### config.mk
export PLATFORM = sky130hd
export DESIGN_NAME = imem_loader_flat
export DESIGN_NICKNAME = d
export VERILOG_FILES = /design/src/rtl/imem_loader_if.sv /design/src/rtl/imem_loader.sv /design/src/flat_wrapper.sv
export SDC_FILE = /design/constraint.sdc
export NUM_CORES = 2
export LEC_CHECK = 0
export CAP_MARGIN = 20
export CORE_MARGIN = 2
export CORE_UTILIZATION = 44
export CTS_CLUSTER_SIZE = 20
export DETAILED_ROUTE_END_ITERATION = 8
export PLACE_DENSITY_LB_ADDON = 0.2
export SYNTH_ARGS = -nofsm -noshare
export SYNTH_HDL_FRONTEND = slang
export SYNTH_SLANG_ARGS = --single-unit
### constraint.sdc
create_clock -name clk -period 9.3 [get_ports clk]
set_clock_uncertainty 0.15 [all_clocks]
set_input_delay 1.86 -clock clk [delete_from_list [all_inputs] [get_ports clk]]
set_output_delay 1.86 -clock clk [all_outputs]
set_load 0.05 [all_outputs]
### src/rtl/imem_loader_if.sv
// Stream, status and fetch signals between the instruction-memory loader and
// its surroundings. Clock and reset stay plain ports on the loader itself.
interface imem_loader_if;
  // Load control and byte stream
  logic        start;
  logic        byte_valid;
  logic [7:0]  byte_data;
  logic        byte_ready;
  // Load status
  logic        busy;
  logic        cpu_hold;
  logic        done;
  logic        error;
  logic [15:0] load_count;
  // Combinational fetch port
  logic [31:0] address;
  logic [31:0] Instr;

  // Driven by whoever feeds the loader and fetches instructions
  modport master (
    output start, byte_valid, byte_data, address,
    input  byte_ready, busy, cpu_hold, done, error, load_count, Instr
  );

  // The loader itself
  modport slave (
    input  start, byte_valid, byte_data, address,
    output byte_ready, busy, cpu_hold, done, error, load_count, Instr
  );
endinterface

### src/rtl/imem_loader.sv
// Writable instruction store filled from a byte stream. The stream carries a
// 16-bit little-endian word count N followed by 4N bytes, each word
// little-endian. The fetch port reads combinationally and stays usable during
// a load. The core is held off (cpu_hold) for as long as a load is in progress.
module imem_loader #(
  parameter int DATA_WIDTH = 32,
  parameter int DEPTH      = 64,
  parameter int ADDR_W     = 6
) (
  input  logic          clk,
  input  logic          rst,
  imem_loader_if.slave  bus
);

  typedef enum logic [2:0] {
    IDLE   = 3'd0,
    LEN_LO = 3'd1,
    LEN_HI = 3'd2,
    DATA   = 3'd3,
    DONE   = 3'd4
  } state_e;

  state_e state, next_state;

  logic [DATA_WIDTH-1:0] mem [DEPTH];

  logic [7:0]        len_lo;      // N[7:0], held until N[15:8] arrives
  logic [15:0]       n_words;     // word count of the current load
  logic [1:0]        bidx;        // byte position within the current word
  logic [ADDR_W-1:0] widx;        // next word to write
  logic [23:0]       shreg;       // bytes 0..2 of the current word, byte 0 lowest
  logic              error_q;
  logic [15:0]       load_count_q;

  logic        fire;              // a byte moves on this edge
  logic        wr_en;             // the 4th byte of a word moves on this edge
  logic [15:0] n_full;            // full length while in LEN_HI
  logic        last_word;         // the word being completed is word N-1

  assign bus.byte_ready = (state == LEN_LO) || (state == LEN_HI) || (state == DATA);
  assign fire           = bus.byte_valid && bus.byte_ready;
  assign n_full         = {bus.byte_data, len_lo};
  assign last_word      = (load_count_q + 16'd1) == n_words;

  assign bus.busy       = (state != IDLE);
  assign bus.cpu_hold   = bus.busy;
  assign bus.done       = (state == DONE);
  assign bus.error      = error_q;
  assign bus.load_count = load_count_q;

  // State register.
  // NOTE: registers take non-blocking assignments so every flop samples the
  // pre-edge values of its neighbours; blocking here would create order-dependent races.
  always_ff @(posedge clk or posedge rst) begin
    if (rst) state <= IDLE;
    else     state <= next_state;
  end

  // Next-state and write-enable decode.
  // NOTE: every output of this block gets a default first, so no path leaves
  // one unassigned and no latch is inferred.
  always_comb begin
    next_state = state;
    wr_en      = 1'b0;
    case (state)
      IDLE:   if (bus.start) next_state = LEN_LO;
      LEN_LO: if (fire) next_state = LEN_HI;
      LEN_HI: begin
        if (fire) begin
          if (n_full == 16'd0)              next_state = DONE;
          else if (n_full > 16'(DEPTH))     next_state = IDLE;
          else                              next_state = DATA;
        end
      end
      DATA: begin
        if (fire && bidx == 2'd3) begin
          wr_en = 1'b1;
          if (last_word) next_state = DONE;
        end
      end
      DONE:    next_state = IDLE;
      default: next_state = IDLE;
    endcase
  end

  // Length capture, byte assembly, counters and the sticky error flag.
  always_ff @(posedge clk or posedge rst) begin
    if (rst) begin
      len_lo       <= '0;
      n_words      <= '0;
      bidx         <= '0;
      widx         <= '0;
      shreg        <= '0;
      error_q      <= 1'b0;
      load_count_q <= '0;
    end else begin
      if (state == IDLE && bus.start) begin
        error_q      <= 1'b0;
        load_count_q <= '0;
        bidx         <= '0;
        widx         <= '0;
      end
      if (state == LEN_LO && fire) len_lo <= bus.byte_data;
      if (state == LEN_HI && fire) begin
        n_words <= n_full;
        if (n_full > 16'(DEPTH)) error_q <= 1'b1;
      end
      if (state == DATA && fire) begin
        if (bidx == 2'd3) begin
          bidx         <= '0;
          widx         <= widx + 1'b1;
          load_count_q <= load_count_q + 16'd1;
        end else begin
          shreg <= {bus.byte_data, shreg[23:8]};
          bidx  <= bidx + 2'd1;
        end
      end
    end
  end

  // Word write on the 4th byte.
  // NOTE: the array has no reset on purpose; contents survive rst, and leaving it
  // out keeps the store mappable onto plain RAM.
  always_ff @(posedge clk) begin
    if (wr_en) mem[widx] <= {bus.byte_data, shreg};
  end

  // Fetch: word-indexed, upper address bits alias, byte offset ignored.
  assign bus.Instr = mem[bus.address[ADDR_W+1:2]];

  logic unused_addr_bits;
  assign unused_addr_bits = &{1'b0, bus.address[31:ADDR_W+2], bus.address[1:0]};

endmodule

### src/flat_wrapper.sv
// flat-port wrapper written by rule: the top's interface ports become plain ports
module imem_loader_flat 
#(
  parameter int DATA_WIDTH = 32,
  parameter int DEPTH      = 64,
  parameter int ADDR_W     = 6
)
  (clk, rst, bus_start, bus_byte_valid, bus_byte_data, bus_address, bus_byte_ready, bus_busy, bus_cpu_hold, bus_done, bus_error, bus_load_count, bus_Instr);
  imem_loader_if bus_i ();
  input  logic clk;
  input  logic rst;
  input wire logic [$bits(bus_i.start)-1:0] bus_start;
  input wire logic [$bits(bus_i.byte_valid)-1:0] bus_byte_valid;
  input wire logic [$bits(bus_i.byte_data)-1:0] bus_byte_data;
  input wire logic [$bits(bus_i.address)-1:0] bus_address;
  output wire logic [$bits(bus_i.byte_ready)-1:0] bus_byte_ready;
  output wire logic [$bits(bus_i.busy)-1:0] bus_busy;
  output wire logic [$bits(bus_i.cpu_hold)-1:0] bus_cpu_hold;
  output wire logic [$bits(bus_i.done)-1:0] bus_done;
  output wire logic [$bits(bus_i.error)-1:0] bus_error;
  output wire logic [$bits(bus_i.load_count)-1:0] bus_load_count;
  output wire logic [$bits(bus_i.Instr)-1:0] bus_Instr;
  assign bus_i.start = bus_start;
  assign bus_i.byte_valid = bus_byte_valid;
  assign bus_i.byte_data = bus_byte_data;
  assign bus_i.address = bus_address;
  assign bus_byte_ready = bus_i.byte_ready;
  assign bus_busy = bus_i.busy;
  assign bus_cpu_hold = bus_i.cpu_hold;
  assign bus_done = bus_i.done;
  assign bus_error = bus_i.error;
  assign bus_load_count = bus_i.load_count;
  assign bus_Instr = bus_i.Instr;
  imem_loader #(.DATA_WIDTH(DATA_WIDTH), .DEPTH(DEPTH), .ADDR_W(ADDR_W)) u_core (.clk(clk), .rst(rst), .bus(bus_i));
endmodule
# Yosys cells after proc, flatten, opt, wreduce, memory -nomap -nowiden
# Memories as Yosys holds them, arrays and structs flattened.
# Index checks and enable logic that the tools add are counted.
# op_classes
n_reduce_logical	14
muxes	24
eq_ne	11
n_addsub	3
bitwise_logic	1
order_cmp	1
# op_table
operator	n
16-bit 2-to-1 mux	3
3-bit 2-to-1 mux	6
6-bit 2-to-1 mux	3
16-bit by 1-bit adder with 16-bit output, second input constant	1
16-bit == test	1
16-bit by 7-bit greater-than comparator with 1-bit output, second input constant	1
16-bit zero test	1
3-bit case mux with 4 select lines	1
2-bit 2-to-1 mux	4
1-bit 2-to-1 mux	7
6-bit by 1-bit adder with 6-bit output, second input constant	1
3-bit by 2-bit == test with 1-bit output, second input constant	2
1-bit logical AND	6
2-bit by 1-bit inequality test with 1-bit output, second input constant	3
5-bit AND reduction	1
2-bit inequality test, second input constant	2
3-bit by 1-bit == test with 1-bit output, second input constant	1
3-bit == test, second input constant	1
3-bit zero test	1
3-bit nonzero test	1
2-bit by 1-bit adder with 2-bit output, second input constant	1
2-bit == test, second input constant	1
1-bit logical OR	2
2-bit AND reduction	1
other kinds (2)	2
# word_totals
mem_count	1
elab_cells	63
output_inout_bits	53
register_bits	76
in_bits	44
ramBits	2048
# memory_table
name	depth	word_bits	read_ports	rd_ports_with_merged_regs	wr	line_no	source
u_core.mem	64	32	1	0	1	imem_loader.sv:25	logic [DATA_WIDTH-1:0] mem [DEPTH];

# Depth between registers and ports, before layout
# depth
depth_word	9
depth_mapped	9
depth_no_buf	8

# Worst setup path before layout
# Ideal clock, no wire load.
# synth_timing
kind	in2out
from	input bus_address[4]
to	output bus_Instr[30]
path_stages	9
n_path_buf	4
arrival_ns	4.135
required_ns	7.290
path_slack_ns	3.155
path_cell_list	buf_2 > clkbuf_1 > buf_2 > buf_2 > mux4_2 > a211oi_1 > a211oi_1 > a211oi_1 > a21oi_1
# synth_via
elab_chain_cells	1
# synth_lines
item	line_no	source
from (decl)	flat_wrapper.sv:15	input wire logic [$bits(bus_i.address)-1:0] bus_address;
memory read 64 x 32 bit	--	
to (decl)	flat_wrapper.sv:22	output wire logic [$bits(bus_i.Instr)-1:0] bus_Instr;
# No other way between the ends.

# Worst setup path after layout
# layout_timing
from	input bus_address[2]
to	output bus_Instr[30]
# The elaborated chain is that of the path after synthesis.

==> results.md <==
- First-pass GRT wire length: 282000 microns
- Num rows: 157
- Period utilization: 0.834
- Routed WL: 199000 microns
- I/O pin count: 97
- CP Class: in -> out
- CP endpoint kind: output port
- Outcome: complete, no violations
- Placed instance count: approximately 5800
- Seq/Total Area, Yosys: 0.779
- Pleak: 28.7 nW
- Count of input and output buffers: 70
- Routed Antenna Nets: 0
- Top cell by count, worst path: a211oi_1
- CP cell instances: buf_8, buf_12, mux4_2, nor2b_1, a211oi_1, a211oi_1, a211oi_1, a21oi_1, clkdlybuf4s50_1
- Die height: 434 microns
- Max Fclk: 129 MHz
- Slowest Stage Delay on Critical Path: 0.82 ns
- Drt first pass iters: 5
- Reg clk slew, reported paths: about 0.06 ns
- CTS Sinks: 2124
- CTS root buffer: clkbuf_16
- CTS Buffer Depth: 3
- Endpoints failing setup: 0
- Starting Density: 0.444
- Share of cells above drive strength 1: 0.333
- Die area: 189000 sq um
- Ys Warns: 0
- CTS tree: yes
- Initial antenna violation count: 15
- Most numerous cell in the Yosys netlist: edfxtp_1
- Hold/Removal Path Class: reg -> reg
- Core area: 183000 sq um
- Post-synth EDFFs: 2048
- Sum Neg Setup Slack: 0 ns
- Cell accounting for the most synthesized area: edfxtp_1
- RSZ-0062 raised after global routing: false
- Number of global-route vias before repair: roughly 38000
- Final Hold Fails: 0
- Synth unique cells: 51
- Asr flop ratio synth: 0.0358
- Total number of vias: 36600
- Crit start category: primary input
- Mapped Cells: 3316
- Largest net degree at the start of global routing: 94
- Synth top cells by count: edfxtp_1 (2048), mux4_2 (667), clkbuf_1 (94)
- HPWL Detailed: 110000 microns
- Arr. time, crit path: roughly 5.8 ns
- Gr usage total: 0.214
- Min Tclk post-route: between 7 and 8 ns
- Flops & latches, synth: 2124
- Top FF cell, synth: edfxtp_1
- CTS buffer count: 212
- WHS: 0.348 ns
- Vias per cell: between 5 and 6
- Post-Syn Nets: 3363
- CP delay by family, top: buffers and inverters
- Slew @ Worst Pin: 1.10 ns
- Layout Cells excl Fill: 6217
- Worst Path Buf+Inv: 3
- Max_slew headroom: 0.266
- Worst VDD drop: between 0.0002 and 0.00025 V
- GR Overflow Total: 0
- Flop-to-flop setup slack: 4.46 ns
- Final GP Congestion: 0.758
- # DRC: 0
- Top cells by area, synth: edfxtp_1 (76%), mux4_2 (18%), dfrtp_1 (2.3%), clkbuf_1 (0.43%), nor2_1 (0.40%)
- Cts repair resizes: 0
- Max FO, Critical Path: a little under 50
- Layout area overhead: 14.3%
- Share of the synthesized area in the top cell type: 0.755
- Crit path required time: 7.29 ns
- Final nets: 3619
- Power per cell area: 241 nW/um^2
- 1st-iter DRT viols: 4118
- Routed len/inst: 32.1 microns
- Clock latency on the worst-skew pair: ~0.85 ns
- Mean Syn Cell Area: roughly 25 sq um
- Setup bufs post-CTS: 0
- Die Span X: 434 microns
- Slew Limit Fails: 0
- Worst path slowest cell: clkdlybuf4s50_1
- Count of hold-fix buffers inserted at cts: 0
- Max Cap Violations: 0
- Mapped Area: 81400 sq um
- Htree depth: 4
final cells by class:
cell class	count	area (sq um)
repair buffers	222	2210
clock buffers	284	5790
flip-flops and latches	2124	63400
inverters	3	12.5
fillers	14400	90400
clock inverters	108	833
multi-input cells	1009	17700
well taps	2464	3080
diodes	3	7.51
power by group:
group | leakage (nW) | total [mW] | internal [mW] | switching [mW]
sequential | 19.4 | 12.0 | 11.7 | 0.350
clock | 3.26 | 8.19 | 4.63 | 3.56
combinational | 6.11 | 2.26 | 0.726 | 1.53
total | 28.7 | 22.5 | 17.0 | 5.44
worst reg2reg max path: stages, from the launching register on:
cell and delay [ns]:
dfrtp_1 0.49, nor2b_1 0.29, and3_1 0.28, and2_1 0.75
nand3_1 0.94, nor2_4 1.06, buf_4 0.49
through the flow:
stage                     total power [mW]  utilization  worst slack [ns]  instance area, sq um
after floorplan                       13.3            -              3.16                 81400
after global placement                14.3        0.469              1.56                 86100
after detailed placement              14.4        0.470              1.58                 86200
after CTS                             22.5        0.506              1.57                 92800
after global routing                  23.2        0.507              1.41                 93000
final                                 22.5        0.507              1.54                 93100
cell usage in the layout (no fill, tap or decap), types with 26 or more instances in the layout:
cell	synthesis	final
buf_12	0	26
nor2_4	0	64
clkbuf_1	94	56
nand2_1	43	43
clkinv_2	0	47
dfrtp_1	76	52
mux4_2	667	667
clkbuf_16	0	217
clkdlybuf4s50_1	0	56
edfxtp_1	2048	2048
clkinv_1	0	37
mux2_1	26	26
buf_4	13	123
per-layer routing:
metal / global-route usage / routed length [microns]
met3: 0.0330 / 11900
met5: 0 / 0
met1: 0.303 / 83800
met2: 0.355 / 100000
met4: 0.0480 / 3480
logic make-up after synthesis:
| group | after synthesis | share of synthesized area |
|---|---|---|
| mux | 721 | 0.192 |
| buf+inv | 183 | 0.0101 |
| fa+ha+maj | 3 | 0.000461 |
| flops | 2124 | 0.779 |
| compound gates | 62 | 0.00490 |
| xor+xnor | 25 | 0.00269 |
| simple gates | 198 | 0.0113 |
state kept, by name, summed over array words and instances (netlist names):
register / flops
u_core.widx: 6
u_core.bus.error: 1
u_core.n_words: 16
u_core.mem: 2048
u_core.shreg: 24
u_core.bidx: 2
u_core.state: 3
u_core.len_lo: 8
u_core.bus.load_count: 16
worst paths after layout:
check / start / endpoint / cells after the start
worst min register to register: u_core.shreg[2] / u_core.shreg[2] / 1
worst max register to register: u_core.state[2] / u_core.mem[4][14] / 6
max in group asynchronous: rst / u_core.shreg[12] / 3
worst max-delay path: bus_address[2] / bus_Instr[30] / 9
min in group asynchronous: rst / u_core.bus.load_count[5] / 2
worst min-delay path: u_core.shreg[2] / u_core.shreg[2] / 1
No activity file was read; power rests on OpenSTA's default activity.
